[src/rtl/exception_arbiter_unit.sv]
// Exception/interrupt arbiter feeding the CP0 cause unit: selects the highest-priority
// event of the MEM-stage instruction and sequences the flush and redirect to the vector.
//
// state  | meaning
// IDLE   | watching for an exception or unmasked interrupt on a valid MEM instruction
// COMMIT | single-cycle cause-update strobe, flush starts, counter loaded
// FLUSH  | flush held while the down-counter runs out; new events dropped
module exception_arbiter_unit #(
    parameter int          FLUSH_CYCLES = 2,
    parameter logic [31:0] EXC_VECTOR   = 32'hBFC0_0380,
    parameter int          SYNC_STAGES  = 2
) (
    input  logic        clk,
    input  logic        rst,
    input  logic [5:0]  hw_int,
    input  logic [1:0]  sw_ip,
    input  logic        status_ie,
    input  logic        status_exl,
    input  logic [7:0]  status_im,
    input  logic        exc_valid,
    input  logic        exc_adel,
    input  logic        exc_ades,
    input  logic        exc_ri,
    input  logic        exc_ov,
    input  logic        exc_sys,
    input  logic        exc_bp,
    input  logic        exc_in_bd,
    input  logic [31:0] exc_pc,
    output logic        exception_abort,
    output logic        r_p,
    output logic [4:0]  exception_code,
    output logic        bd_p,
    output logic        irq,
    output logic [7:0]  ip,
    output logic [31:0] epc,
    output logic        flush,
    output logic [31:0] redirect_pc,
    output logic        busy
);

    typedef enum logic [1:0] {IDLE, COMMIT, FLUSH} state_t;

    localparam logic [3:0] CNT_LOAD = 4'(FLUSH_CYCLES - 1);

    state_t      state, state_n;
    logic [3:0]  cnt, cnt_n;
    logic [5:0]  sync_q [SYNC_STAGES];
    logic [5:0]  hw_sync;
    logic        irq_c;
    logic        any_exc;
    logic        take;
    logic [4:0]  code_c;

    always_ff @(posedge clk) begin
        if (rst) begin
            for (int i = 0; i < SYNC_STAGES; i++) sync_q[i] <= '0;
        end else begin
            sync_q[0] <= hw_int;
            for (int i = 1; i < SYNC_STAGES; i++) sync_q[i] <= sync_q[i-1];
        end
    end

    assign hw_sync = sync_q[SYNC_STAGES-1];

    always_ff @(posedge clk) begin
        if (rst) begin
            ip  <= '0;
            irq <= 1'b0;
        end else begin
            ip  <= {hw_sync, sw_ip};
            irq <= irq_c;
        end
    end

    assign irq_c   = status_ie & ~status_exl & (|(ip & status_im));
    assign any_exc = exc_adel | exc_ades | exc_ri | exc_ov | exc_sys | exc_bp;
    assign take    = (state == IDLE) & exc_valid & (irq_c | any_exc);

    // Interrupt outranks every synchronous exception on the same instruction.
    always_comb begin
        code_c = 5'd0;
        if (irq_c)         code_c = 5'd0;
        else if (exc_adel) code_c = 5'd4;
        else if (exc_ri)   code_c = 5'd10;
        else if (exc_ov)   code_c = 5'd12;
        else if (exc_sys)  code_c = 5'd8;
        else if (exc_bp)   code_c = 5'd9;
        else if (exc_ades) code_c = 5'd5;
    end

    always_ff @(posedge clk) begin
        if (rst) begin
            state <= IDLE;
            cnt   <= '0;
        end else begin
            state <= state_n;
            cnt   <= cnt_n;
        end
    end

    always_comb begin
        state_n = state;
        cnt_n   = cnt;
        case (state)
            IDLE: begin
                if (take) state_n = COMMIT;
            end
            COMMIT: begin
                cnt_n   = CNT_LOAD;
                state_n = FLUSH;
            end
            FLUSH: begin
                if (cnt == 4'd0) state_n = IDLE;
                else             cnt_n   = cnt - 4'd1;
            end
            default: state_n = IDLE;
        endcase
    end

    // Cause fields hold until the next commit; they are not cleared on return to IDLE.
    always_ff @(posedge clk) begin
        if (rst) begin
            exception_code <= '0;
            bd_p           <= 1'b0;
            epc            <= '0;
        end else if (take) begin
            exception_code <= code_c;
            bd_p           <= exc_in_bd;
            epc            <= exc_in_bd ? exc_pc - 32'd4 : exc_pc;
        end
    end

    assign exception_abort = (state == COMMIT);
    assign r_p             = (state == COMMIT);
    assign flush           = (state != IDLE);
    assign busy            = (state != IDLE);
    assign redirect_pc     = EXC_VECTOR;

endmodule

[config.mk]
export PLATFORM = sky130hd
export DESIGN_NAME = exception_arbiter_unit
export DESIGN_NICKNAME = d
export VERILOG_FILES = /design/src/rtl/exception_arbiter_unit.sv
export SDC_FILE = /design/constraint.sdc
export NUM_CORES = 1
export LEC_CHECK = 0
export CORE_MARGIN = 1
export CORE_UTILIZATION = 45
export CTS_CLUSTER_SIZE = 30
export DETAILED_ROUTE_END_ITERATION = 10
export GPL_TIMING_DRIVEN = 1
export PLACE_DENSITY = 0.89
export SLEW_MARGIN = 20
export SYNTH_ARGS = -nofsm -noshare
export SYNTH_HDL_FRONTEND = slang
export SYNTH_SLANG_ARGS = --single-unit
[constraint.sdc]
create_clock -name clk -period 5.94 [get_ports clk]
set_clock_uncertainty 0.1 [all_clocks]
set_input_delay 1.188 -clock clk [delete_from_list [all_inputs] [get_ports clk]]
set_output_delay 1.188 -clock clk [all_outputs]
set_load 0.05 [all_outputs]
==> results.json <==
{
  "fmax_mhz": 306,
  "antennaDiodeCount": 0,
  "syn_area_per_cell_um2": 9.22,
  "synth_enable_flop_cells": 0,
  "final_area_um2": 4310,
  "insertion_delay_ns": 0.33,
  "headroom_to_the_max_slew_limit": 0.523,
  "arrival_time_worst_endpoint_ns": 3.41,
  "timing.hold.worst.class": "flop to flop",
  "final_wl_um": 7020,
  "drt-vias-per-instance": 4.98,
  "die_width_um": 85.1,
  "post_cts_resize_count": 0,
  "detailroute.via_count": 2592,
  "criticalPathCategory": "input pin to flop",
  "finalWorstPathRequiredPeriod_ns": 3.27,
  "gp_congestion": 0.756,
  "synth_ff_type": "sky130_fd_sc_hd__dfxtp_1",
  "post-cts-setup-buffer-count": 0,
  "final.hold.worst_slack_ns": 0.339,
  "static-leakage-power_nw": 1.58,
  "numClockSinks": 64,
  "min_period_over_period": 0.551,
  "buffer_ports.inserted": 109,
  "synth.top_cells.by_area": "sky130_fd_sc_hd__dfxtp_1 (41%), sky130_fd_sc_hd__buf_4 (8.5%), sky130_fd_sc_hd__nor2_1 (6.2%)",
  "core_um2": 6490,
  "worstPathRequired_ns": 6.08,
  "crit_path_max_incr_delay_ns": 0.62,
  "finalSetupViolCount": 0,
  "tritoncts.num_buffers": 9,
  "tritoncts_clock_tree": "built",
  "power.ir.vdd_worst_v": 0.000146,
  "final.setup.tns_ns": 0,
  "post-synth-top-area-cell": "sky130_fd_sc_hd__dfxtp_1",
  "number_of_max_slew_violations_in_the_final_report": 0,
  "track_usage": 0.199,
  "clock_tree.buffer_depth": 2,
  "dp_slack_ns": 2.33,
  "floorplan.die_area_um2": 7240,
  "ctsRootBufferMaster": "sky130_fd_sc_hd__clkbuf_8",
  "post_synth_instance_area_um2": 3110,
  "critPathCaptureType": "flop",
  "synth_top_area_share": 0.413,
  "synth.lib_cells_used.distinct": 43,
  "critical_path.cell_chain": "clkdlybuf4s50_1 -> or3b_2 -> nor4_4 -> nand3b_1 -> xor2_1 -> a211oi_1",
  "holdBufCountCts": 0,
  "i_o_pins": 143,
  "detail_route.drc_violations": 0,
  "final_core_util": 0.663,
  "largest_driver_fanout_on_the_critical_path": 7,
  "grt_antenna_before_repair": 0,
  "dp.final_hpwl_um": 5110,
  "synthesis.instances": 337,
  "p_per_area_nw_per_um2": 274,
  "detailed_place.area_um2": 4100,
  "drt.antenna.violating_nets": 0,
  "htreeDepth": 3,
  "critPathSlowestCell": "sky130_fd_sc_hd__clkdlybuf4s50_1",
  "detailedRoute.firstIterationViolations": 79,
  "proportion_of_layout_cells_with_a_drive_suffix_above_1": 0.0833,
  "final.fill_count": 515,
  "layout.nets": 501,
  "ys_async_sr_fraction": 0,
  "cp_num_cells": 6,
  "max_slew.worst_pin.slew_ns": 0.715,
  "synth_seq_cells": 64,
  "setup.worst_path.start_class": "input pin",
  "path_clk_slew_ns": 0.08,
  "overflow": 0,
  "grt_first_pass_wirelength_um": 11600,
  "dr.pass1.iters": 4,
  "final-hold-violation-count": 0,
  "detail_route.wl_per_cell_um": 13.5,
  "path_buf_inv": 1,
  "count_of_yosys_warnings_during_synthesis": 0,
  "path_delay_family": "simple AND/OR/NAND/NOR gates",
  "grt_setup_unrepaired": "no",
  "core.rowCount": 29,
  "initial_core_util": 0.478,
  "vias_in_the_first_global_route": 2511,
  "grt_max_degree": 73,
  "fin_ws_ns": 2.67,
  "die_h_um": 85.1,
  "run_status": "completed",
  "ff2ff_path_depth": 6,
  "area_delta_synth_final_pct": 38.7,
  "synth.yosys.seq_area_share": 0.413,
  "timing.max_cap.violations": 0,
  "hold_depth": 1
}
## worst paths after layout
path | slack (ns) | from | endpoint
worst min-delay path | 0.34 | sync_q[0][4]$_SDFF_PP0_ | sync_q[1][4]$_SDFF_PP0_
worst min register to register | 0.34 | sync_q[0][4]$_SDFF_PP0_ | sync_q[1][4]$_SDFF_PP0_
worst max-delay path | 2.67 | exc_in_bd | epc[19]$_SDFFE_PP0P_
worst max register to register | 3.70 | ip[1]$_SDFF_PP0_ | exception_code[0]$_SDFFE_PP0P_
## area by class of cell
type	instances	area, um2	area share
well taps	77	96.3	0.0224
clock inverters	6	67.6	0.0157
inverters	7	26.3	0.00610
clock buffers	10	138	0.0320
flip-flops and latches	64	1280	0.298
repair buffers	110	1100	0.255
multi-input cells	247	1600	0.372
## sequential cells by signal (all words and copies together), names as in the netlist
name,count
state,2
cnt,4
exception_code,4
irq,1
bd_p,1
ip,8
sync_q,12
epc,32
## worst reg2reg max path: cells and delay by family (launching register included)
kind                   cells  cell delay [ns]
DFF                        1             0.34
buffers and inverters      1             0.60
AOI/OAI and AO/OA          5             1.12
## Yosys cell counts (all sizes together), types with 3 or more instances
master,instances
a211oi,31
a21oi,6
a22oi,4
buf,36
clkbuf,14
dfxtp,64
inv,7
mux2i,3
nand2,5
nand2b,8
nand3,7
nand3b,4
nand4b,3
nor2,51
nor2b,22
nor3,7
nor4,6
or3,4
or4,6
xnor2,11
xor2,17
## stage by stage
| step | cells | total power, mW |
|---|---|---|
| floorplan | 368 | 0.713 |
| global placement | 505 | 0.804 |
| detailed placement | 505 | 0.810 |
| CTS | 521 | 1.19 |
| global route | 521 | 1.23 |
| finish | 521 | 1.18 |
## layout by cell type (no fill, tap or decap), drive strengths merged, types with 4 or more instances in the layout
cell type and n:
inv 8, xnor2 11, xor2 17, or4 6
nand2b 8, nor2 51, nor4 6, dfxtp 64
nor2b 22, a22oi 4, conb 33, nand3 7
a21oi 6, a211oi 31, clkdlybuf4s50 108, nand3b 4
nand2 5, clkbuf 10, or3 4, nor3 7
## logic make-up (layout without fill, tap and decap cells)
logic type               count (synthesis)  after routing  synth area share
other                                    2             33           0.00242
multiplexers                             4              4            0.0133
AND/OR/NAND/NOR                        129            129             0.240
adder cells (fa/ha/maj)                  2              2           0.00806
AO/OA/AOI/OAI                           51             51             0.133
buffers and inverters                   57            133             0.112
XOR/XNOR                                28             28            0.0790
flip-flops                              64             64             0.413
## routing by layer
layer	track usage	vias to the layer above	share of wire
li1	-	1296	-
met1	0.226	1195	0.42
met2	0.357	93	0.49
met3	0.0516	8	0.072
met4	0.0740	0	0.012
met5	0	-	0
## power breakdown
part / total, mW / internal, mW / switching, mW
clock: 0.379 / 0.207 / 0.173
combinational: 0.328 / 0.113 / 0.215
sequential: 0.473 / 0.459 / 0.0140
total: 1.18 / 0.778 / 0.402
Note: power is estimated with default switching activity, not from simulation.
